File: config.mk
export PLATFORM = sky130hd
export DESIGN_NAME = transmitter
export DESIGN_NICKNAME = d
export VERILOG_FILES = /design/src/rtl/mon_pkg.sv /design/src/rtl/mon_fifo.sv /design/src/rtl/transmitter.sv
export SDC_FILE = /design/constraint.sdc
export NUM_CORES = 1
export LEC_CHECK = 0
export CORE_MARGIN = 4
export CORE_UTILIZATION = 35
export CTS_BUF_LIST = sky130_fd_sc_hd__clkbuf_8
export DETAILED_ROUTE_END_ITERATION = 10
export GPL_TIMING_DRIVEN = 0
export PLACE_DENSITY = 0.58
export SLEW_MARGIN = 20
export SYNTH_ARGS = -nofsm -noshare
export SYNTH_HDL_FRONTEND = slang
export SYNTH_HIERARCHICAL = 1
export SYNTH_SLANG_ARGS = --single-unit
File: constraint.sdc
create_clock -name clk -period 2.9 [get_ports clk]
set_clock_uncertainty 0.2 [all_clocks]
set_input_delay 0.29 -clock clk [delete_from_list [all_inputs] [get_ports clk]]
set_output_delay 0.29 -clock clk [all_outputs]
set_load 0.05 [all_outputs]
File: src/rtl/mon_pkg.sv
// Shared types for the Sel/Data monitor link, used by both transmitter and receiver sides.
package mon_pkg;

    typedef logic [7:0] byte_t;

    localparam byte_t MON_IDLE_BYTE = 8'h00;

endpackage

File: src/rtl/mon_fifo.sv
// Synchronous FIFO with occupancy counter; power-of-two DEPTH so pointers wrap naturally.
module mon_fifo
    import mon_pkg::*;
#(
    parameter int unsigned DEPTH = 4
) (
    input  logic                     clk,
    input  logic                     rst,
    input  logic                     i_push,
    input  logic [7:0]               i_wdata,
    input  logic                     i_pop,
    output logic [7:0]               o_rdata,
    output logic [$clog2(DEPTH):0]   o_level,
    output logic                     o_full,
    output logic                     o_empty
);

    localparam int unsigned AW = $clog2(DEPTH);
    localparam int unsigned LW = AW + 1;
    localparam logic [AW:0] FULL_LEVEL = LW'(DEPTH);

    byte_t         r_mem [DEPTH];
    logic [AW-1:0] r_wptr;
    logic [AW-1:0] r_rptr;
    logic [AW:0]   r_level;
    logic          w_push;
    logic          w_pop;

    assign o_full  = (r_level == FULL_LEVEL);
    assign o_empty = (r_level == '0);
    assign w_push  = i_push && !o_full;
    assign w_pop   = i_pop && !o_empty;

    always_ff @(posedge clk or negedge rst) begin
        if (!rst) begin
            r_wptr  <= '0;
            r_rptr  <= '0;
            r_level <= '0;
        end else begin
            if (w_push) begin
                r_wptr <= r_wptr + AW'(1);
            end
            if (w_pop) begin
                r_rptr <= r_rptr + AW'(1);
            end
            if (w_push && !w_pop) begin
                r_level <= r_level + LW'(1);
            end else if (!w_push && w_pop) begin
                r_level <= r_level - LW'(1);
            end
        end
    end

    // Storage needs no reset: cleared pointers make stale entries unreachable.
    always_ff @(posedge clk) begin
        if (w_push) begin
            r_mem[r_wptr] <= i_wdata;
        end
    end

    assign o_rdata = r_mem[r_rptr];
    assign o_level = r_level;

endmodule

File: src/rtl/transmitter.sv
// Source end of the Sel/Data link: buffers upstream bytes and advances one onto data
// per rising edge of the receiver's sel, counting requests that find the buffer empty.
module transmitter
    import mon_pkg::*;
#(
    parameter int unsigned DEPTH     = 4,
    parameter byte_t       IDLE_BYTE = MON_IDLE_BYTE
) (
    input  logic                     clk,
    input  logic                     rst,
    input  logic [7:0]               in_data,
    input  logic                     in_valid,
    output logic                     in_ready,
    input  logic                     sel,
    output logic [7:0]               data,
    output logic [$clog2(DEPTH):0]   level,
    output logic                     underrun,
    output logic [7:0]               underrun_cnt
);

    logic       r_sel_q;
    logic [7:0] r_data;
    logic       r_underrun;
    logic [7:0] r_underrun_cnt;

    logic       w_req;
    logic       w_push;
    logic       w_pop;
    logic       w_full;
    logic       w_empty;
    logic [7:0] w_head;

    assign w_req    = sel && !r_sel_q;
    // Ready looks only at registered occupancy, so a same-cycle pop never frees a slot early.
    assign in_ready = !w_full;
    assign w_push   = in_valid && in_ready;
    assign w_pop    = w_req && !w_empty;

    mon_fifo #(
        .DEPTH (DEPTH)
    ) u_fifo (
        .clk     (clk),
        .rst     (rst),
        .i_push  (w_push),
        .i_wdata (in_data),
        .i_pop   (w_pop),
        .o_rdata (w_head),
        .o_level (level),
        .o_full  (w_full),
        .o_empty (w_empty)
    );

    always_ff @(posedge clk or negedge rst) begin
        if (!rst) begin
            r_sel_q        <= 1'b0;
            r_data         <= IDLE_BYTE;
            r_underrun     <= 1'b0;
            r_underrun_cnt <= 8'd0;
        end else begin
            r_sel_q    <= sel;
            r_underrun <= w_req && w_empty;
            if (w_pop) begin
                r_data <= w_head;
            end
            if (w_req && w_empty && (r_underrun_cnt != 8'hFF)) begin
                r_underrun_cnt <= r_underrun_cnt + 8'd1;
            end
        end
    end

    assign data         = r_data;
    assign underrun     = r_underrun;
    assign underrun_cnt = r_underrun_cnt;

endmodule

* Word-level counts from Yosys, hierarchy flattened
Memory sizes are Yosys's and may differ from the RTL's. A register that Yosys moved wholly into a read port is not among the register bits. Cells that the tools add are included. Widths: inputs -> output; s select.
Storage, ports and cells: register bits 17, RAM bits 32, input bits 12, logic and storage cells 35, memories kept 1
Memories:
- u_fifo.r_mem | words 4, width 8, read ports 1, clocked after Yosys merged registers in 1, write ports 1, RTL line mon_fifo.sv:22 | byte_t r_mem [DEPTH];
Cells by class: add/sub/neg operators 5, eq/ne operators 2, multiplexer cells 4, reduce and logical (&&, ||, !) cells 17
Operators with widths (number):
- $logic_and 1x1->1 | 9
- $add 8x1->8 const B | 1
- $ne 8x8->1 const B | 1
- $logic_not 1->1 | 6
- $mux 3 | 2
- $add 2x1->2 const B | 2
- $add 3x1->3 const B | 1
- $eq 3x3->1 const B | 1
- $logic_not 3->1 | 1
- $sub 3x1->3 const B | 1
- $mux 1 | 2
- $reduce_bool 2->1 | 1

* Longest topological paths before layout
depth after elaboration 8, mapped depth 10, depth with buffers taken out 9

* Cells and area by module
The synthesis kept the hierarchy.
Modules (own cells, without submodules):
- mon_fifo | instances 1, cells each 77, area an instance 1589.0 um^2, sequential area each 1136.1 um^2
- transmitter | instances 1, cells each 60, area an instance 824.5 um^2, sequential area each 450.4 um^2

* Worst setup path before layout
OpenSTA, ideal clock, no wires.
kind register to register, start point reg u_fifo.r_level[0], in the netlist u_fifo/o_level[0], end point reg u_fifo.r_level[1], in the netlist u_fifo/o_level[1], library setup time 0.125 ns, arrival time 2.321 ns, setup slack 0.254 ns, cell stages (with the launch flop) 9, path buffers 1, period minus slack after synthesis 2.646 ns, cells stage by stage dfrtp_1 > nor3_1 > nor3b_1 > buf_2 > nand2b_1 > ha_1 > inv_1 > fa_1 > mux2_2
Between the ends: word-level cells in the longest chain between the ends 7
Ends and longest elaborated chain:
- start, declared | RTL line mon_fifo.sv:25 | logic [AW:0] r_level;
- start signal, assigned | RTL line mon_fifo.sv:47 | r_level <= r_level + LW'(1);
- start signal, assigned | RTL line mon_fifo.sv:49 | r_level <= r_level - LW'(1);
- $logic_not 3->1 (*) | RTL line mon_fifo.sv:30 | assign o_empty = (r_level == '0);
- named net w_empty | RTL line transmitter.sv:30 | logic w_empty;
- $logic_not 1->1 (*) | RTL line transmitter.sv:37 | assign w_pop = w_req && !w_empty;
- $logic_and 1x1->1 (*) | RTL line transmitter.sv:37
- named net w_pop | RTL line transmitter.sv:28 | logic w_pop;
- $logic_and 1x1->1 (*) | RTL line mon_fifo.sv:32 | assign w_pop = i_pop && !o_empty;
- $logic_not 1->1 | RTL line mon_fifo.sv:46 | if (w_push && !w_pop) begin
- $logic_and 1x1->1 | RTL line mon_fifo.sv:46
- $mux 3 or $reduce_bool 2->1 (tied branches)
The timed path passes the listed nets; every way through them passes the cells marked *. The select of a mux whose other input is x is not followed. A chain may end at the register's enable or synchronous reset.

* Final worst setup path
Same ends and word-level chain as after synthesis.

==> run metrics <==
Cells after Synth=137; First-pass DRT Iterations=4; Leakage=1.15 nW; Max clock buf depth=2; Layout Cell Area excl Fill=0.00300 mm²; Post-route DRC=0; gr ovfl total=0; Final nets=200; setup slack, reg-to-reg=330 ps; HP Start=sel; area grow syn2layout=24.2%; Post-Synth XOR/XNOR Area=0.0290; RR Endpoint=u_fifo/o_level[1]$_DFFE_PN0P_; antenna violations before repair=0; die width=91.0 µm; simple-gate area share of the yosys netlist=0.0840; share of the synthesized area in the top cell type=0.398; Adder-Cell Fraction of Synth Area=0.0394; share of cells above drive strength 1=0.263; Via density=4.81; outcome=completed; initial DRC count=75; fin. max-slew vios=0; Clk Latency, worst-skew pair=320 ps; final period utilization=0.885; multiplexer area fraction after synthesis=0.140; max cap viols=0; largest family of logic cells by synthesized area=multiplexers; critical path class=register to register; initial core utilization=0.357; DR vias=1280; Post-DP HPWL=2890 µm; post-layout min period=2570 ps; H-tree depth=3; CTS tree=done; Port Buffers=32; Pwr per Cell Area=1020 mW/mm²; Max transition margin=0.594; total CTS buffers=9; syn_area_per_cell=17.6 µm²; Peak Freq=0.390 GHz; first-pass GRT wire length=7180 µm; CP arrival=2570 ps; commonest non-fill, non-tap cell in the layout=edfxtp_1; nature of the critical path startpoint=register; Tightest Hold Check Type=input port to register; Syn Nets=156; # IOs=33; post-CTS setup buffer count=0; # rows=30; GP Congestion=0.759; setup TNS=0 ps; slew of the pin with the lowest slew margin=609 ps; Critical Path Sink Type=register; Synth area leader=edfxtp_1; DR WL/cell=16.0 µm; core area=0.00676 mm²; Hold Path Depth=1; post-synthesis compound-gate area fraction=0.0290; vias in the first global route=1452; Netlist cell types=38; post-synthesis sequential area ratio=0.657; Chip Height=91.0 µm; DRT Wirelength=4240 µm; commonest cells after routing, fill and taps aside=edfxtp_1, clkdlybuf4s50_1, dfrtp_1, mux2_2, clkbuf_8; cell chosen for the clock root=clkbuf_8; synth warn=6; ANT nets after route=0; hold path endpoint=r_sel_q$_DFF_PN0_; Final Hold Viols=0; number of synthesized register bits=57; pin count of the biggest net entering global routing=26; synthesized area=0.00241 mm²; R2R depth=8; maximum fanout along the worst path=10; clock slew at reported path FFs=60 ps; Cell Area, Placed=0.00283 mm²; worst vdd ir=0.000539 V; # diodes=0; GRT Total Usage=0.115; Clock Sinks=57; Crit path required time=2910 ps; RSZ-0062 raised after global routing=false; Reg-to-Reg Start=u_fifo/o_level[0]$_DFFE_PN0P_; # setup viols final=0; synth top area cells=edfxtp_1, dfrtp_1, mux4_2; Die Footprint=0.00829 mm²
-- metal layers --
layer,share of wire,global-route usage,up-vias
met2,0.54,0.196,23
met3,0.031,0.0373,8
li1,-,-,604
met5,0,0,-
met1,0.41,0.126,645
met4,0.025,0.0678,0
-- critical path: stages (launching register included) --
cell	delay (ps)
dfrtp_1	520
nor3_2	110
nor3b_1	190
buf_2	310
nand2b_1	140
ha_1	230
inv_1	80
fa_1	410
mux2_2	270
-- stage by stage --
stage          total power, mW  hold WS [ps]  instances  worst slack [ps]   util
3_3_place_gp              2.47           289        249               198  0.419
3_5_place_dp              2.52           138        249               147  0.419
5_1_grt                   3.24           269        266              67.2  0.444
2_1_floorplan             2.12          -206        137               254      -
6_report                  3.06           277        266               333  0.444
4_1_cts                   3.11           260        266               232  0.443
-- final cells by class --
class                           instances  area [µm²]
Buffer                                  5        36.3
Clock buffer                            9         124
Clock inverter                          7        28.8
Fill cell                             608        3760
Inverter                                4        15.0
Multi-Input combinational cell         71         781
Sequential cell                        57        1590
Tap cell                               80         100
Timing Repair Buffer                   33         325
-- kinds of logic after synthesis --
| kind of cell | Yosys count |
|---|---|
| compound gates | 9 |
| mux | 21 |
| flops | 57 |
| fa+ha+maj | 7 |
| xor+xnor | 8 |
| buf+inv | 9 |
| simple gates | 26 |
-- synth_stat cells (all sizes together) --
cell / n
buf: 4
edfxtp: 32
nand2: 3
fa: 1
a31oi: 2
nand3: 1
xnor2: 6
clkbuf: 1
o2111a: 2
dfrtp: 25
a21oi: 2
or2b: 1
o211ai: 1
nor2b: 2
nand4: 3
inv: 4
and2: 7
nor2: 2
mux4: 8
and3b: 1
ha: 6
nand3b: 1
a41oi: 1
nor3: 1
nor3b: 2
nand2b: 1
and3: 1
o21ai: 1
mux2: 13
xor2: 2
-- repair_timing --
item / in CTS / in global routing
hold buffers: 1 / 0
hold endpoints to repair: 25 / 0
endpoints found under the setup margin: 0 / 1
resized for setup: 0 / 1
-- sequential cells by signal (all words and copies together), names as in the netlist --
| signal | flops |
|---|---|
| u_fifo/r_mem | 32 |
| data | 8 |
| underrun_cnt | 8 |
| u_fifo/o_level | 3 |
| u_fifo/r_rptr | 2 |
| u_fifo/r_wptr | 2 |
| r_sel_q | 1 |
| underrun | 1 |
-- worst max-delay path by stage --
| stage | from | endpoint | depth (start not counted) |
|---|---|---|---|
| after global placement | sel | u_fifo/o_level[1]$_DFFE_PN0P_ | 8 |
| after floorplan | u_fifo/o_level[0]$_DFFE_PN0P_ | u_fifo/o_level[1]$_DFFE_PN0P_ | 8 |
| after global routing | u_fifo/o_level[0]$_DFFE_PN0P_ | u_fifo/o_level[2]$_DFFE_PN0P_ | 10 |
| after detailed placement | sel | u_fifo/o_level[1]$_DFFE_PN0P_ | 8 |
| after CTS | u_fifo/o_level[0]$_DFFE_PN0P_ | u_fifo/o_level[2]$_DFFE_PN0P_ | 10 |
| final | u_fifo/o_level[0]$_DFFE_PN0P_ | u_fifo/o_level[1]$_DFFE_PN0P_ | 8 |
-- where the power goes --
part           switching, mW  internal (mW)
combinational          0.725          0.535
clock                  0.285          0.291
sequential             0.129           1.09
Power figures use the tool's default switching activity.
